<file path="config.mk">
export PLATFORM = sky130hd
export DESIGN_NAME = mlt_ctrl
export DESIGN_NICKNAME = d
export VERILOG_FILES = /design/src/rtl/mlt_ctrl_pkg.sv /design/src/rtl/mlt_ctrl_lat_cnt.sv /design/src/rtl/mlt_ctrl.sv
export SDC_FILE = /design/constraint.sdc
export NUM_CORES = 1
export LEC_CHECK = 0
export CAP_MARGIN = 40
export CORE_ASPECT_RATIO = 0.8
export CORE_UTILIZATION = 57
export DETAILED_ROUTE_END_ITERATION = 16
export DONT_BUFFER_PORTS = 1
export PLACE_DENSITY = 0.74
export SLEW_MARGIN = 0
export SYNTH_ARGS = -nofsm -noshare
export SYNTH_HDL_FRONTEND = slang
export SYNTH_SLANG_ARGS = --single-unit
</file>
<file path="constraint.sdc">
create_clock -name clk -period 2.44 [get_ports clk]
set_clock_uncertainty 0.2 [all_clocks]
set_input_delay 0.488 -clock clk [delete_from_list [all_inputs] [get_ports clk]]
set_output_delay 0.488 -clock clk [all_outputs]
set_load 0.005 [all_outputs]
</file>
<file path="src/rtl/mlt_ctrl_pkg.sv">
// Shared definitions for the shift-free multiplier controller: state encoding,
// strobe bundle and default datapath/latency sizing.
package mlt_ctrl_pkg;

  localparam int MLT_WIDTH    = 16;
  localparam int MLT_ZERO_LAT = 2;

  typedef enum logic [2:0] {
    S_IDLE = 3'd0,
    S_LDA  = 3'd1,
    S_LDB  = 3'd2,
    S_WAIT = 3'd3,
    S_ADD  = 3'd4,
    S_DONE = 3'd5
  } mlt_state_e;

  typedef struct packed {
    logic ld_a;
    logic ld_b;
    logic cr_p;
    logic ld_p;
    logic dc_b;
  } mlt_strb_t;

  // Strobe groups are a pure function of the state, so only one group can be live.
  function automatic mlt_strb_t strb_decode(input mlt_state_e s);
    mlt_strb_t r;
    r = '0;
    case (s)
      S_LDA: r.ld_a = 1'b1;
      S_LDB: begin
        r.ld_b = 1'b1;
        r.cr_p = 1'b1;
      end
      S_ADD: begin
        r.ld_p = 1'b1;
        r.dc_b = 1'b1;
      end
      default: r = '0;
    endcase
    return r;
  endfunction

endpackage

</file>
<file path="src/rtl/mlt_ctrl_lat_cnt.sv">
// Loadable down-counter with terminal flag; times the wait for the datapath
// zero flag to settle after B changes.
module lat_cnt #(
  parameter int CW = 1
) (
  input  logic          clk,
  input  logic          rst_n,
  input  logic          load_i,
  input  logic [CW-1:0] load_val_i,
  input  logic          dec_i,
  output logic          tc_o
);

  logic [CW-1:0] cnt_q, cnt_d;

  // Load has priority; decrement saturates at zero.
  always_comb begin
    cnt_d = cnt_q;
    if (load_i) begin
      cnt_d = load_val_i;
    end else if (dec_i && (cnt_q != '0)) begin
      cnt_d = cnt_q - CW'(1'b1);
    end else begin
      cnt_d = cnt_q;
    end
  end

  // Counter register.
  always_ff @(posedge clk or negedge rst_n) begin
    if (!rst_n) begin
      cnt_q <= '0;
    end else begin
      cnt_q <= cnt_d;
    end
  end

  assign tc_o = (cnt_q == '0);

endmodule

</file>
<file path="src/rtl/mlt_ctrl.sv">
// Repeated-addition multiplier controller driving an external A/B/P datapath.
// Optional iteration limit enabled by defining MLT_CTRL_TIMEOUT_EN.
module mlt_ctrl
  import mlt_ctrl_pkg::*;
#(
  parameter int          WIDTH    = MLT_WIDTH,
  parameter int          ZERO_LAT = MLT_ZERO_LAT,
  parameter int unsigned MAX_ITER = 32'h0000_FFFF
) (
  input  logic             clk,
  input  logic             rst_n,
  input  logic             start,
  input  logic             zero,
  input  logic [WIDTH-1:0] result_in,
  output logic             ld_a,
  output logic             ld_b,
  output logic             ld_p,
  output logic             cr_p,
  output logic             dc_b,
  output logic             busy,
  output logic             done,
  output logic [WIDTH-1:0] product,
  output logic [WIDTH-1:0] iter_cnt,
  output logic             timeout
);

  localparam int               CW         = (ZERO_LAT > 1) ? $clog2(ZERO_LAT) : 1;
  localparam logic [CW-1:0]    LAT_LOAD   = CW'(ZERO_LAT - 1);
  localparam logic [WIDTH-1:0] MAX_ITER_W = WIDTH'(MAX_ITER);

  mlt_state_e       state_q, state_d;
  mlt_strb_t        strb_q;
  logic             done_q, busy_q;
  logic [WIDTH-1:0] product_q, product_d;
  logic [WIDTH-1:0] iter_q, iter_d;
  logic             lat_load_s, lat_dec_s, lat_tc_s;
  logic             load_prod_s, to_hit_s;

`ifdef MLT_CTRL_TIMEOUT_EN
  localparam bit TO_EN = 1'b1;
  logic timeout_q;

  // Timeout flag: raised on the limit-forced exit, dropped on entry to LDA.
  always_ff @(posedge clk or negedge rst_n) begin
    if (!rst_n) begin
      timeout_q <= 1'b0;
    end else if (state_d == S_LDA) begin
      timeout_q <= 1'b0;
    end else if ((state_q == S_WAIT) && lat_tc_s && !zero && to_hit_s) begin
      timeout_q <= 1'b1;
    end else begin
      timeout_q <= timeout_q;
    end
  end

  assign timeout = timeout_q;
`else
  localparam bit TO_EN = 1'b0;
  assign timeout = 1'b0;
`endif

  assign to_hit_s   = TO_EN && (iter_q == MAX_ITER_W);
  assign lat_load_s = (state_d == S_WAIT) && (state_q != S_WAIT);
  assign lat_dec_s  = (state_q == S_WAIT);

  lat_cnt #(.CW(CW)) u_lat_cnt (
    .clk        (clk),
    .rst_n      (rst_n),
    .load_i     (lat_load_s),
    .load_val_i (LAT_LOAD),
    .dec_i      (lat_dec_s),
    .tc_o       (lat_tc_s)
  );

  // Next-state logic; zero is only trusted on the final WAIT cycle.
  always_comb begin
    state_d     = state_q;
    load_prod_s = 1'b0;
    case (state_q)
      S_IDLE: begin
        if (start) state_d = S_LDA;
        else       state_d = S_IDLE;
      end
      S_LDA:  state_d = S_LDB;
      S_LDB:  state_d = S_WAIT;
      S_WAIT: begin
        if (!lat_tc_s) begin
          state_d = S_WAIT;
        end else if (zero || to_hit_s) begin
          state_d     = S_DONE;
          load_prod_s = 1'b1;
        end else begin
          state_d = S_ADD;
        end
      end
      S_ADD:  state_d = S_WAIT;
      S_DONE: state_d = S_IDLE;
      default: state_d = S_IDLE;
    endcase
  end

  // Result and iteration bookkeeping.
  always_comb begin
    product_d = product_q;
    iter_d    = iter_q;
    if (state_q == S_LDA) begin
      product_d = '0;
    end else if (load_prod_s) begin
      product_d = result_in;
    end else begin
      product_d = product_q;
    end
    if (state_q == S_LDB) begin
      iter_d = '0;
    end else if (state_q == S_ADD) begin
      iter_d = iter_q + WIDTH'(1'b1);
    end else begin
      iter_d = iter_q;
    end
  end

  // Outputs are registered from the next state so they line up with the state they belong to.
  always_ff @(posedge clk or negedge rst_n) begin
    if (!rst_n) begin
      state_q   <= S_IDLE;
      strb_q    <= '0;
      done_q    <= 1'b0;
      busy_q    <= 1'b0;
      product_q <= '0;
      iter_q    <= '0;
    end else begin
      state_q   <= state_d;
      strb_q    <= strb_decode(state_d);
      done_q    <= (state_d == S_DONE);
      busy_q    <= (state_d != S_IDLE);
      product_q <= product_d;
      iter_q    <= iter_d;
    end
  end

  assign ld_a     = strb_q.ld_a;
  assign ld_b     = strb_q.ld_b;
  assign cr_p     = strb_q.cr_p;
  assign ld_p     = strb_q.ld_p;
  assign dc_b     = strb_q.dc_b;
  assign busy     = busy_q;
  assign done     = done_q;
  assign product  = product_q;
  assign iter_cnt = iter_q;

endmodule
</file>
### Word level (Yosys, flattened, before mapping)

Index checks and enable logic that the tools add are counted.

| cells by class | value |
|---|---|
| add/subtract/negate cells | 2 |
| equality and inequality tests | 10 |
| mux-type cells | 16 |
| reduce and logical (&&, ||, !) cells | 8 |

Operators by type and width:

| cell | number |
|---|---|
| two-way mux 16 bit | 4 |
| adder 16 x 1 -> 16 bit (second input constant) | 1 |
| == test 3 x 2 -> 1 bit (second input constant) | 4 |
| case mux 3 bit (4 select lines) | 1 |
| == test 3 bit (second input constant) | 3 |
| two-way mux 1 bit | 8 |
| == test 3 x 1 -> 1 bit (second input constant) | 2 |
| nonzero test 2 bit | 3 |
| two-way mux 2 bit | 2 |
| logical NOT 3 bit | 1 |
| two-way mux 3 bit | 1 |
| != test 3 x 2 -> 1 bit (second input constant) | 1 |
| nonzero test 3 bit | 1 |
| logical AND 1 bit | 2 |
| OR reduction 2 bit | 1 |
| subtractor 1 bit (second input constant) | 1 |

| storage, ports and cells | value |
|---|---|
| register bits after elaboration | 43 |
| bits of input ports | 20 |
| output and inout bits | 40 |
| logic and storage cells | 47 |

### Logic depth before layout (Yosys ltp)

| depth | value |
|---|---|
| word-level depth | 6 |
| depth in mapped cells | 7 |
| mapped depth without buffers | 5 |

### Modules after synthesis

From an unflattened synthesis, not the netlist that was laid out.

| unflattened totals | value |
|---|---|
| cells, all modules | 209 |
| area, all modules | 1915.6 um2 |

Modules (own cells, without submodules):

| module | times used | cells an instance | area an instance (um2) | seq. area each (um2) |
|---|---|---|---|---|
| mlt_ctrl | 1 | 205 | 1870.5 | 1001.0 |
| lat_cnt | 1 | 4 | 45.0 | 25.0 |

### Worst setup path before layout

No wires, ideal clock.

| path | value |
|---|---|
| path kind | reg2reg |
| start point | register state_q[0] |
| end point | register iter_q[3], in the netlist iter_cnt[3] |
| setup time | 0.129 ns |
| data arrival time | 1.472 ns |
| required time | 2.111 ns |
| slack | 0.639 ns |
| cell stages (with the launch flop) | 8 |
| buffers on the path | 3 |
| clock period less this slack | 1.801 ns |
| cells stage by stage | dfrtp_1 -> buf_4 -> or3b_1 -> buf_4 -> and2_0 -> buf_2 -> o21ai_0 -> o21ai_0 |

| between the ends | value |
|---|---|
| longest elaborated chain between the ends | 2 |
| elaborated cells between the ends (all ways) | 4 |
| classes of those cells | 2 x eq/ne; 1 x mux; 1 x reduce/logical |

RTL lines:

| element | RTL line | text |
|---|---|---|
| start: declaration | mlt_ctrl.sv:31 | `mlt_state_e state_q, state_d;` |
| start signal: assignment | mlt_ctrl.sv:132 | `state_q <= state_d;` |
| == test 3 x 2 -> 1 bit or == test 3 bit (tied branches) | mlt_ctrl.sv:113, mlt_ctrl.sv:115 |  |
| two-way mux 16 bit or nonzero test 2 bit (tied branches) | - |  |
| end signal: assignment | mlt_ctrl.sv:137 | `iter_q <= iter_d;` |
| end: declaration | mlt_ctrl.sv:35 | `logic [WIDTH-1:0] iter_q, iter_d;` |

Several ways; a longest one is shown, not always the timed one.
A chain may end at the register's enable or synchronous reset.

### Worst setup path in the final report

| path | value |
|---|---|
| start point | register state_q[1] |
| end point | register iter_q[5], in the netlist iter_cnt[5] |

Same word-level chain as after synthesis.

==> metrics.txt <==
GR Util met3=9.27%; root buf cell=clkbuf_8; period utilization=80.4%; register share of total power=a little under half; CP max stage cell=or3b_1; most frequent cells in the layout=nand2_1, dfrtp_1, o21ai_0; Critical Path Max Stage Delay=0.54 ns; WL per Instance=15.9 um; count of cell types in the netlist=39; Lkg Pwr=0.975 nW; status=finished clean; multiplexer share of the synthesized area=3.18%; die area=0.00355 mm2; Core Util, Final=64.5%; detailed router's first-iteration violation count=131; syn_area_per_cell=9.54 um2; Internal=1.41 mW; VDD IR max=0.808 mV; DR vias=1353; FF+latch count, synth=41; HPWL after detailed placement=2.58 mm; setup_tns=0 ns; share of cells above drive strength 1=9.28%; die height=53.5 um; maximum clock rate=0.510 GHz; share of the synthesized area in the top cell type=54.3%; # Post-CTS Setup Buffers=0; total power=2.10 mW; Simple-Gate Fraction of Synth Area=23.5%; async set-reset flop share out of synthesis=100%; clock slew at reported path FFs=about 0.090 ns; number of synthesized flops with an enable pin=0; Seq/Total Area, Yosys=between 50 and 60%; met1 global-route usage=a little over a quarter; post-synth top area cell=dfrtp_1; power density over cell area=1040 mW/mm2; Die Width=66.4 um; Crit Path Max Fanout=10; final antenna-violating net count=0; largest family of logic cells by synthesized area=simple AND/OR/NAND/NOR gates; initial core utilization=60.4%; Setup Crit Path Kind=reg2reg; Core Box Area=0.00313 mm2; Hold-fix buffers, CTS=2; antenna violations before repair=0; CTS sink cnt=41; WHS=0.101 ns; Num CTS Buffers=5; # IOs=60; CP startpoint=state_q[1]; post_cts resized=0; Final Hold Fails=0; # DRC=0; Slew Viols, Final=0; ANT cells=0; largest net degree at the start of global routing=42; sw frac=32.8%; Max-cap violations=0; Gate power share=22.5%; busiest grt layer=met2; Arrival @ worst endpoint=1.94 ns; Hold Crit Start=result_in[7]; Yosys warning count=0; H-tree Lvls=2; Area Growth Syn to Fin=6.89%; Worst Path Required=2.42 ns; Detailed Route WL=between 3 and 4 mm; Via density=about 5.8; crit path launch type=flop; largest cells by area after synthesis=dfrtp_1, nand2_1, o21ai_0; synthesized area=0.00189 mm2; worst r2r src=state_q[1]; fin nets=between 200 and 250; sw power=0.688 mW; post-synthesis adder-cell area fraction=0.662%; post-layout min period=1.96 ns; Clk pwr share=31.3%; post-synthesis xor/xnor area fraction=0%; Primary FF master, synth=dfrtp_1; worst path cell trace=or3b_1 -> and2_0 -> o21ai_0 -> o21ai_0; most frequent CP cell=o21ai_0; first-pass GRT wire length=5.77 mm; clk_lat worst skew=0.30 ns; Final Wtd Congestion=0.855; vias in the first global route=1275; grt total ovfl=0; Tot GR Track Use=23.0%; hold crit path type=in2reg; commonest non-fill, non-tap cell in the layout=nand2_1; RSZ-0062 raised after global routing=no; CTS tree=yes; drt pass-1 iters=4; Worst setup EP type=flop; CTS Buffer Depth=2; post-synthesis compound-gate area fraction=12.1%; Synth Instances=198; IO buf count=0; syn nets=~220; met2 usage=36.1%; row count=18; final setup fails=0
cells by family (layout without fill, tap and decap cells):
group	Yosys count	after routing
fa+ha+maj	1	1
mux	6	6
other cells	1	1
simple gates	90	90
compound gates	40	40
buf+inv	19	15
flops	41	41
sequential cells by signal, indices dropped and copies added (netlist names):
register and flops:
done 1, u_lat_cnt.cnt_q 1, busy 1, dc_b 1, cr_p 1, state_q 3
ld_a 1, iter_cnt 16, product 16
metal layers:
layer,share of wire [%],vias to the layer above
li1,-,655
met1,43,645
met2,48,46
met3,7.6,7
met4,1.4,0
met5,0,-
cell usage after synthesis, types with 2 or more instances:
cell type  count
buf_4          6
mux2i_1        6
o21ai_0       23
a21oi_1        7
nand3_1        8
nand2b_1       2
a31oi_1        2
buf_2          4
dfrtp_1       41
inv_1          3
a21o_1         2
nand4_1        3
and2_1         3
clkbuf_1       4
nor2_1         9
nor3_1         2
buf_6          2
nand2_1       48
and3_1         3
worst paths after layout:
| path | end | slack [ns] | depth (start not counted) |
|---|---|---|---|
| min in group asynchronous | iter_cnt[8] | 0.44 | 2 |
| worst max-delay path | iter_cnt[5] | 0.48 | 4 |
| worst max register to register | iter_cnt[5] | 0.48 | 4 |
| worst min register to register | iter_cnt[15] | 0.33 | 1 |
| max in group asynchronous | ld_a | 1.40 | 2 |
| worst min-delay path | product[7] | 0.10 | 2 |
area by class of cell:
| cell class | count | area [um2] |
|---|---|---|
| fill | 263 | 1110 |
| multi-input combinational | 138 | 749 |
| timing repair buffer | 4 | 45.0 |
| sequential | 41 | 1030 |
| clock inverter | 3 | 68.8 |
| clock buffer | 5 | 68.8 |
| inverter | 3 | 11.3 |
| tap | 40 | 50.0 |
through the flow:
step / instances / instance area, um2 / worst slack [ns]
2_1_floorplan: 198 / 1890 / 0.639
3_3_place_gp: 224 / 1850 / 0.599
3_5_place_dp: 224 / 1850 / 0.513
4_1_cts: 234 / 2020 / 0.496
5_1_grt: 234 / 2020 / 0.337
6_report: 234 / 2020 / 0.478
power by group through the flow:
stage                     registers, mW  logic (mW)  clock network [mW]
after floorplan                   0.908       0.500                   0
after global placement            0.972       0.430                   0
after detailed placement          0.983       0.458                   0
after CTS                         0.971       0.477               0.669
after global routing               1.00       0.544               0.700
final                             0.970       0.472               0.657
worst max-delay path: cells and delay by family (launching register included):
kind | cells | cell delay (ns)
and+or+nand+nor | 2 | 0.85
DFF | 1 | 0.50
AOI/OAI and AO/OA | 2 | 0.30
Note: power is estimated with default switching activity, not from simulation.
